## src/rtl/alu_share_arbiter_pkg.sv

```systemverilog
// rtl/alu_share_arbiter_pkg.sv - flag and response-register types for the shared ALU arbiter
package alu_share_arbiter_pkg;
  localparam int ALU_FLAG_W = 4;

  typedef struct packed {
    logic overflow;
    logic carry;
    logic negative;
    logic zero;
  } alu_flags_t;

  typedef enum logic {
    RSP_EMPTY = 1'b0,
    RSP_FULL  = 1'b1
  } rsp_state_e;
endpackage

```

## src/rtl/riscv_pkg.sv

```systemverilog
// rtl/riscv_pkg.sv - shared core types: datapath width and ALU opcodes
package riscv_pkg;
  localparam int XLEN    = 32;
  localparam int SHAMT_W = $clog2(XLEN);

  typedef enum logic [3:0] {
    ALU_ADD  = 4'd0,
    ALU_SUB  = 4'd1,
    ALU_AND  = 4'd2,
    ALU_OR   = 4'd3,
    ALU_XOR  = 4'd4,
    ALU_SLL  = 4'd5,
    ALU_SRL  = 4'd6,
    ALU_SRA  = 4'd7,
    ALU_SLT  = 4'd8,
    ALU_SLTU = 4'd9
  } alu_op_e;
endpackage

```

## src/rtl/alu.sv

```systemverilog
// rtl/alu.sv - combinational integer ALU with overflow/carry/negative/zero flags
// SUB reports carry as "no borrow" (a >= b unsigned).
module alu
  import riscv_pkg::*;
  import alu_share_arbiter_pkg::*;
(
  input  logic [XLEN-1:0]       a,
  input  logic [XLEN-1:0]       b,
  input  alu_op_e               op,
  output logic [XLEN-1:0]       result,
  output logic [ALU_FLAG_W-1:0] flags
);
  logic [XLEN:0]    sum;
  logic [SHAMT_W-1:0] shamt;
  logic             carry;
  logic             overflow;
  alu_flags_t       fl;

  assign shamt = b[SHAMT_W-1:0];

  always_comb begin
    sum      = '0;
    result   = '0;
    carry    = 1'b0;
    overflow = 1'b0;
    case (op)
      ALU_ADD: begin
        sum      = {1'b0, a} + {1'b0, b};
        result   = sum[XLEN-1:0];
        carry    = sum[XLEN];
        overflow = (a[XLEN-1] == b[XLEN-1]) && (result[XLEN-1] != a[XLEN-1]);
      end
      ALU_SUB: begin
        sum      = {1'b0, a} + {1'b0, ~b} + {{XLEN{1'b0}}, 1'b1};
        result   = sum[XLEN-1:0];
        carry    = sum[XLEN];
        overflow = (a[XLEN-1] != b[XLEN-1]) && (result[XLEN-1] != a[XLEN-1]);
      end
      ALU_AND:  result = a & b;
      ALU_OR:   result = a | b;
      ALU_XOR:  result = a ^ b;
      ALU_SLL:  result = a << shamt;
      ALU_SRL:  result = a >> shamt;
      ALU_SRA:  result = $signed(a) >>> shamt;
      ALU_SLT:  result = {{(XLEN-1){1'b0}}, $signed(a) < $signed(b)};
      ALU_SLTU: result = {{(XLEN-1){1'b0}}, a < b};
      default:  result = '0;
    endcase
  end

  always_comb begin
    fl.overflow = overflow;
    fl.carry    = carry;
    fl.negative = result[XLEN-1];
    fl.zero     = (result == '0);
  end

  assign flags = fl;
endmodule

```

## src/rtl/alu_share_arbiter_rr_arbiter.sv

```systemverilog
// rtl/alu_share_arbiter_rr_arbiter.sv - cyclic round-robin grant with optional owner lock
module rr_arbiter #(
  parameter int NUM_REQ = 2,
  parameter int IDW     = $clog2(NUM_REQ)
) (
  input  logic [NUM_REQ-1:0] req,
  input  logic [IDW-1:0]     rr_ptr,
  input  logic               lock_active,
  input  logic [IDW-1:0]     lock_owner,
  output logic [NUM_REQ-1:0] grant,
  output logic [IDW-1:0]     grant_idx
);
  always_comb begin
    int   idx;
    logic found;
    idx       = 0;
    found     = 1'b0;
    grant     = '0;
    grant_idx = '0;
    // A locked owner keeps the grant even while it is not requesting.
    if (lock_active) begin
      grant[lock_owner] = 1'b1;
      grant_idx         = lock_owner;
    end else begin
      for (int off = 0; off < NUM_REQ; off++) begin
        idx = int'(rr_ptr) + off;
        if (idx >= NUM_REQ) idx = idx - NUM_REQ;
        if (!found && req[idx]) begin
          found      = 1'b1;
          grant[idx] = 1'b1;
          grant_idx  = IDW'(idx);
        end
      end
    end
  end
endmodule

```

## src/rtl/alu_share_arbiter.sv

```systemverilog
// rtl/alu_share_arbiter.sv - round-robin sharing of one ALU with a registered valid/ready response
// Grant locking is built only when ALU_ARB_LOCK_EN is defined.
module alu_share_arbiter
  import riscv_pkg::*;
  import alu_share_arbiter_pkg::*;
#(
  parameter int NUM_REQ = 2,
  parameter int IDW     = $clog2(NUM_REQ)
) (
  input  logic                          clk,
  input  logic                          rst_n,
  input  logic [NUM_REQ-1:0]            req_valid,
  output logic [NUM_REQ-1:0]            req_ready,
  input  logic [NUM_REQ-1:0][XLEN-1:0]  req_a,
  input  logic [NUM_REQ-1:0][XLEN-1:0]  req_b,
  input  alu_op_e [NUM_REQ-1:0]         req_op,
  input  logic [NUM_REQ-1:0]            req_lock,
  output logic                          rsp_valid,
  input  logic                          rsp_ready,
  output logic [IDW-1:0]                rsp_id,
  output logic [XLEN-1:0]               rsp_result,
  output alu_flags_t                    rsp_flags
);
  rsp_state_e          state_q, state_d;
  logic [IDW-1:0]      rr_ptr_q, rr_ptr_d;
  logic [IDW-1:0]      rsp_id_q, rsp_id_d;
  logic [XLEN-1:0]     rsp_result_q, rsp_result_d;
  alu_flags_t          rsp_flags_q, rsp_flags_d;

  logic                lock_active;
  logic [IDW-1:0]      lock_owner;
  logic [NUM_REQ-1:0]  grant;
  logic [IDW-1:0]      grant_idx;
  logic                can_accept;
  logic                accept;
  logic [XLEN-1:0]     alu_result;
  logic [ALU_FLAG_W-1:0] alu_flags;

  rr_arbiter #(.NUM_REQ(NUM_REQ), .IDW(IDW)) u_rr_arbiter (
    .req         (req_valid),
    .rr_ptr      (rr_ptr_q),
    .lock_active (lock_active),
    .lock_owner  (lock_owner),
    .grant       (grant),
    .grant_idx   (grant_idx)
  );

  assign can_accept = (state_q == RSP_EMPTY) || rsp_ready;
  assign req_ready  = grant & {NUM_REQ{can_accept & rst_n}};
  assign accept     = |(req_valid & req_ready);

  alu u_alu (
    .a      (req_a[grant_idx]),
    .b      (req_b[grant_idx]),
    .op     (req_op[grant_idx]),
    .result (alu_result),
    .flags  (alu_flags)
  );

  always_comb begin
    state_d      = state_q;
    rr_ptr_d     = rr_ptr_q;
    rsp_id_d     = rsp_id_q;
    rsp_result_d = rsp_result_q;
    rsp_flags_d  = rsp_flags_q;
    // A drain and an accept in the same cycle simply overwrite the register.
    if (accept) begin
      state_d      = RSP_FULL;
      rsp_result_d = alu_result;
      rsp_flags_d  = alu_flags_t'(alu_flags);
      rsp_id_d     = grant_idx;
      rr_ptr_d     = (grant_idx == IDW'(NUM_REQ - 1)) ? '0 : grant_idx + 1'b1;
    end else if ((state_q == RSP_FULL) && rsp_ready) begin
      state_d = RSP_EMPTY;
    end
  end

  always_ff @(posedge clk or negedge rst_n) begin
    if (!rst_n) begin
      state_q      <= RSP_EMPTY;
      rr_ptr_q     <= '0;
      rsp_id_q     <= '0;
      rsp_result_q <= '0;
      rsp_flags_q  <= '0;
    end else begin
      state_q      <= state_d;
      rr_ptr_q     <= rr_ptr_d;
      rsp_id_q     <= rsp_id_d;
      rsp_result_q <= rsp_result_d;
      rsp_flags_q  <= rsp_flags_d;
    end
  end

`ifdef ALU_ARB_LOCK_EN
  logic           lock_q, lock_d;
  logic [IDW-1:0] lock_owner_q, lock_owner_d;

  always_comb begin
    lock_d       = lock_q;
    lock_owner_d = lock_owner_q;
    if (accept) begin
      lock_d       = req_lock[grant_idx];
      lock_owner_d = grant_idx;
    end
  end

  always_ff @(posedge clk or negedge rst_n) begin
    if (!rst_n) begin
      lock_q       <= 1'b0;
      lock_owner_q <= '0;
    end else begin
      lock_q       <= lock_d;
      lock_owner_q <= lock_owner_d;
    end
  end

  assign lock_active = lock_q;
  assign lock_owner  = lock_owner_q;
`else
  logic unused_req_lock;
  assign unused_req_lock = ^req_lock;
  assign lock_active     = 1'b0;
  assign lock_owner      = '0;
`endif

  assign rsp_valid  = (state_q == RSP_FULL);
  assign rsp_id     = rsp_id_q;
  assign rsp_result = rsp_result_q;
  assign rsp_flags  = rsp_flags_q;
endmodule
```

## config.mk

```make
export PLATFORM = sky130hd
export DESIGN_NAME = alu_share_arbiter
export DESIGN_NICKNAME = d
export VERILOG_FILES = /design/src/rtl/alu_share_arbiter_pkg.sv /design/src/rtl/riscv_pkg.sv /design/src/rtl/alu.sv /design/src/rtl/alu_share_arbiter_rr_arbiter.sv /design/src/rtl/alu_share_arbiter.sv
export SDC_FILE = /design/constraint.sdc
export NUM_CORES = 1
export LEC_CHECK = 0
export CORE_MARGIN = 1
export CORE_UTILIZATION = 40
export CTS_BUF_LIST = sky130_fd_sc_hd__clkbuf_2
export DETAILED_ROUTE_END_ITERATION = 6
export PLACE_DENSITY = 0.57
export REMOVE_ABC_BUFFERS = 1
export SYNTH_ARGS = -nofsm -noshare
export SYNTH_HDL_FRONTEND = slang
export SYNTH_SLANG_ARGS = --single-unit
```

## constraint.sdc

```tcl
create_clock -name clk -period 7 [get_ports clk]
set_input_delay 0.7 -clock clk [delete_from_list [all_inputs] [get_ports clk]]
set_output_delay 0.7 -clock clk [all_outputs]
set_load 0.03 [all_outputs]
```

; Word-level counts from Yosys, hierarchy flattened
; Index checks and enable logic that the tools add are counted.
[totals]
regBits = 39
output_inout_bits = 40
wordCells = 90
[op_classes]
magnitude_cmp = 9
shift = 3
n_addsub = 7
n_bitwise = 9
eq_ne = 13
n_reduce_logical = 12
n_mux = 29
[op_table]
columns = op, count
row1 = $pmux W32 S10, 1
row2 = $mux W32, 6
row3 = $add A32 B32 Y33, 2
row4 = $ge A32 B1 Y1 const B, 2
row5 = $lt A32 B3 Y1 const B, 2
row6 = $lt A32 B32 Y1, 2
row7 = $add A33 B1 Y33 const B, 1
row8 = $and A32 B32 Y32, 1
row9 = $ge A32 B3 Y1 const B, 1
row10 = $logic_not A32 Y1, 1
row11 = $not A32 Y32, 1
row12 = $or A32 B32 Y32, 1
row13 = $shl A32 B5 Y32, 1
row14 = $shr A32 B5 Y32, 1
row15 = $sshr A32 B5 Y32, 1
row16 = $sub A32 B3 Y32 const B, 1
row17 = $xor A32 B32 Y32, 1
row18 = $eq A4 B3 Y1 const B, 4
row19 = $mux W1, 14
row20 = $eq A4 B2 Y1 const B, 2
row21 = $eq A4 B4 Y1 const B, 2
row22 = $mux W4, 2
row23 = $logic_and A1 B1 Y1, 6
row24 = $and A2 B2 Y2, 2
row25 = other kinds (19), 24

; Depth between registers and ports, before layout
[logic_depth]
depth_word = 17
ltp_mapped = 25
depth_no_buf = 19

; Cells and area by module
; Synthesis repeated with hierarchy kept, for this count alone.
[unflattened]
hier_cells = 1555
area_unflattened_um2 = 11928.9
[by_module_without_submodules]
columns = mod, instances, cells_each, area_per_inst_um2
row1 = alu, 1, 1383, 9542.9
row2 = alu_share_arbiter, 1, 165, 2339.7
row3 = rr_arbiter, 1, 7, 46.3

; Worst setup path after synthesis
; No wires, ideal clock.
[synth_timing]
path_kind = input -> register
start = input req_valid[1]
end = register rsp_flags_q (netlist bit rsp_flags[0])
setup_time_ps = 65
path_stages = 24
arrival_ps = 5580
setup_slack_ps = 1355
cell_sequence = buf_4 > inv_2 > nor2_2 > clkbuf_1 > buf_2 > buf_1 > clkbuf_1 > clkbuf_1 > nand2_1 > nand2_1 > ha_1 > buf_6 > or4_4 > a2111o_1 > nand4_2 > a21oi_4 > o311ai_4 > o221ai_2 > a2111oi_4 > nand4_1 > nor4_2 > and4_1 > nand2_1 > nand2_1
[synth_via]
elab_chain_len = 14
elab_cells_between_ends = 47
classes_between = add/sub (3) / order compare (2) / eq/ne (9) / shift (3) / mux (18) / bitwise (7) / reduce/logical (5)
[synth_lines]
columns = element, line
row1 = start: declaration, alu_share_arbiter.sv:12  ; input logic [NUM_REQ-1:0] req_valid,
row2 = $mux W1 (implied by the code) (3 in series), alu_share_arbiter_rr_arbiter.sv:28  ; if (!found && req[idx]) begin
row3 = $mux W1, alu_share_arbiter_rr_arbiter.sv:28
row4 = $logic_not A1 Y1, alu_share_arbiter_rr_arbiter.sv:28
row5 = $logic_and A1 B1 Y1, alu_share_arbiter_rr_arbiter.sv:28
row6 = $mux W1, alu_share_arbiter_rr_arbiter.sv:28
row7 = $mux W32 (implied by the code) (2 in series), alu_share_arbiter.sv:54  ; .b (req_b[grant_idx]),
row8 = $not A32 Y32, alu.sv:34  ; sum = {1'b0, a} + {1'b0, ~b} + {{XLEN{1'b0}}, 1'b1};
row9 = $add A32 B32 Y33, alu.sv:34
row10 = $add A33 B1 Y33, alu.sv:34
row11 = $pmux W32 S10, alu.sv:26  ; case (op)
row12 = $logic_not A32 Y1, alu.sv:55  ; fl.zero = (result == '0);
row13 = end signal: assignment, alu_share_arbiter.sv:90  ; rsp_flags_q <= rsp_flags_d;
row14 = end: declaration, alu_share_arbiter.sv:28  ; alu_flags_t rsp_flags_q, rsp_flags_d;
; Several ways; a longest one is shown, not always the timed one. The select of a mux whose other input is x is not followed.
; A chain may end at the register's enable or synchronous reset.

; Worst setup path after layout
[layout_timing]
start = input req_valid[0]
end = register rsp_flags_q (netlist bit rsp_flags[0])
; The elaborated chain is that of the path after synthesis.

==> results.yml <==
final_layout:
  area_delta_synth_final_pct: 15.6
  final_cell_mix: "nand2_1, clkdlybuf4s50_1, nor2_1"
  drive_gt1_frac: 0.113
  ff_latch_area_um2: 951
  final_core_util: 0.471
  fillers: 3977
  multiInputGateArea_um2: 13100
  antenna_cells: 0
  final_common_cell: "nand2_1"
  fin_nets: 2597
sta:
  finalCritPeriodShare: 0.885
  rsz0062_at_grt: "false"
  drv_slew: 0
  hold_violations: 0
  fmax_ghz: 0.161
  fin_setup_tns_ps: 0
  setup_violations: 0
  worst_pin_slew_ps: 951
  period_minus_slack_ps: 6190
  max_slew_margin: 0.361
  finalClockSkew_ps: 26.9
power_and_ir_drop:
  max-vdd-ir-drop_mv: 0.0867
  leakage_nw: 7.49
  power.total_mw: 3.42
  power.density_nw_per_um2: 192
worst_setup_path:
  path_delay_family: "simple AND/OR/NAND/NOR gates"
  cp_data_arrival_time_ps: 6540
  cp-endpoint: "rsp_flags[0]$_DFFE_PN0P_"
  cp_num_cells: 19
  worst-r2r-setup-slack_ps: 1220
  max_stage_delay_ps: 690
  r2r_end: "rsp_flags[0]$_DFFE_PN0P_"
  crit_chain: "clkdlybuf4s50_1, nor2b_4, nor2_4, buf_12, nand2_1, nand2_1, ha_1, inv_1, a21oi_1, o31ai_1, nor3_1, a211oi_1, o41ai_1, mux2i_1, o2111ai_1, or2b_1, nor4_1, nand2_1, nand2_1"
  crit_fanout: 39
  path_buf_inv: 3
  path_common_cell: "nand2_1"
  worstPathRequired_ps: 7350
  critPathLaunchType: "primary input"
  cp-end-kind: "flip-flop"
  rr_startpoint: "rr_ptr_q$_DFFE_PN0P_"
  critical_path.slowest_cell: "ha_1"
  reg2reg_depth: 18
  path_class: "in -> reg"
  critPathLaunch: "req_valid[0]"
die:
  dieArea_um2: 39400
  core-area_um2: 37800
  start_util: 0.408
  die_w_um: 198
  top_level_ports: 183
  rows: 71
  die_h_um: 198
place:
  routabilityCongestion: 1.09
  hpwl_um: 72300
  numPortBuffers: 180
clocking:
  clk_latency_ps: 400
  clkSinkCount: 38
  cts_setup_buffers: 0
  clockRootBuffer: "clkbuf_2"
  cts_tree: "built"
  clk_pin_slew_ps: 200
  clockBufferDepth: 2
  ctsResizeCount: 0
  numCtsBuffers: 5
  holdBufCountCts: 0
  htreeDepth: 2
route:
  ant_nets: 0
  firstDrtPassIters: 7
  drt_iter0_markers: 3261
  via_count: 20544
  drt-total-wl_um: 91600
  avgViaCountPerCell: 7.17
  post_drt_wl_per_cell_um: 32.0
  drc: 0
yosys:
  netlist.area_leader.share: 0.0786
  synth.avg_cell_area_um2: 6.85
  synth.area.top_cells: "ha_1, nand2_1, mux2i_1"
  yosysTopAreaCell: "ha_1"
  synth_edf_count: 0
  dominantRegCellSynth: "dfrtp_1"
  ys_ff_latch: 38
  ys_warn_count: 0
  synth_cell_types: 110
  ys_seq_area_frac: 0.0616
  ys_async_sr_fraction: 1.00
  synthesis.area_um2: 15400
  synth_cells: 2255
flow_run:
  cap_violations: 0
global_routing:
  grt_max_degree: 65
  grt_pass1_vias: 18615
  antenna_found_initial: 3
  overflow: 0
  grt_pass1_wl_um: 130000
  grtUsageTotal: 0.453
worst_hold_path:
  hp-class: "in -> async"
run_status:
  outcome: "finished clean"
[layer usage]
layer,share of wire,routed length (µm),global-route usage,vias to the layer above
met5,0.00094,86,0.0153,-
met1,0.40,36300,0.611,9750
met4,0.075,6850,0.282,4
met2,0.40,36400,0.642,1710
met3,0.13,12000,0.106,294
li1,-,-,-,8786
[kinds of logic (layout without fill, tap and decap cells)]
family                     Yosys count  in the layout  synth area share
and+or+nand+nor                    830            830             0.260
AOI/OAI and AO/OA                  797            797             0.368
buffers and inverters              301            402            0.0887
muxes                              184            184             0.137
adders and majority gates           99             99            0.0812
DFF                                 38             38            0.0616
xor gates and xnor gates             6              6           0.00340
[power breakdown]
| group | switching [mW] | internal, mW |
|---|---|---|
| Sequential | 0.0365 | 0.285 |
| Clock | 0.0721 | 0.0968 |
| Combinational | 1.95 | 0.980 |
| Total | 2.06 | 1.36 |
[Yosys cell counts, types with 21 or more instances]
master / instances
nor2b_1: 21
ha_1: 97
a221oi_1: 28
mux2_2: 57
dfrtp_1: 38
buf_2: 65
nand2b_1: 26
o21ai_0: 132
nor2_1: 149
inv_1: 101
nand2_1: 320
clkbuf_1: 83
nor4_1: 30
o22ai_1: 21
a21o_1: 29
nor3_1: 57
mux2i_1: 111
nand4_1: 42
a21oi_1: 146
a211oi_1: 41
nand3_1: 77
a31oi_1: 24
o211ai_1: 75
[registers in the layout, indices dropped and copies added (netlist names)]
register	count
rsp_result	32
rsp_flags	3
rr_ptr_q	1
rsp_id	1
rsp_valid	1
[per-stage QoR]
step / std cells / setup WS, ps / hold WS, ps / cell area (µm²)
after floorplan: 2062 / 131 / 404 / 14500
after global routing: 2867 / 550 / 327 / 17800
after global placement: 2859 / 727 / 460 / 17700
after detailed placement: 2859 / 662 / 461 / 17700
after CTS: 2867 / 1100 / 306 / 17800
final: 2867 / 807 / 309 / 17800
[cell type report]
cell class / instances / share of cell area
multi-input cells: 1916 / 0.737
repair buffers: 286 / 0.146
flip-flops and latches: 38 / 0.0533
well taps: 511 / 0.0358
inverters: 108 / 0.0227
clock inverters: 3 / 0.00386
clock buffers: 5 / 0.00140
[worst min-delay path by stage]
stage / from / end / slack (ps)
2_1_floorplan: rst_n / rr_ptr_q$_DFFE_PN0P_ / 400
3_3_place_gp: rsp_flags[0]$_DFFE_PN0P_ / rsp_flags[0]$_DFFE_PN0P_ / 460
3_5_place_dp: rsp_flags[0]$_DFFE_PN0P_ / rsp_flags[0]$_DFFE_PN0P_ / 460
4_1_cts: rst_n / rsp_result[13]$_DFFE_PN0P_ / 310
5_1_grt: rst_n / rsp_result[16]$_DFFE_PN0P_ / 330
6_report: rst_n / rsp_result[16]$_DFFE_PN0P_ / 310
Note: power is estimated with default switching activity, not from simulation.
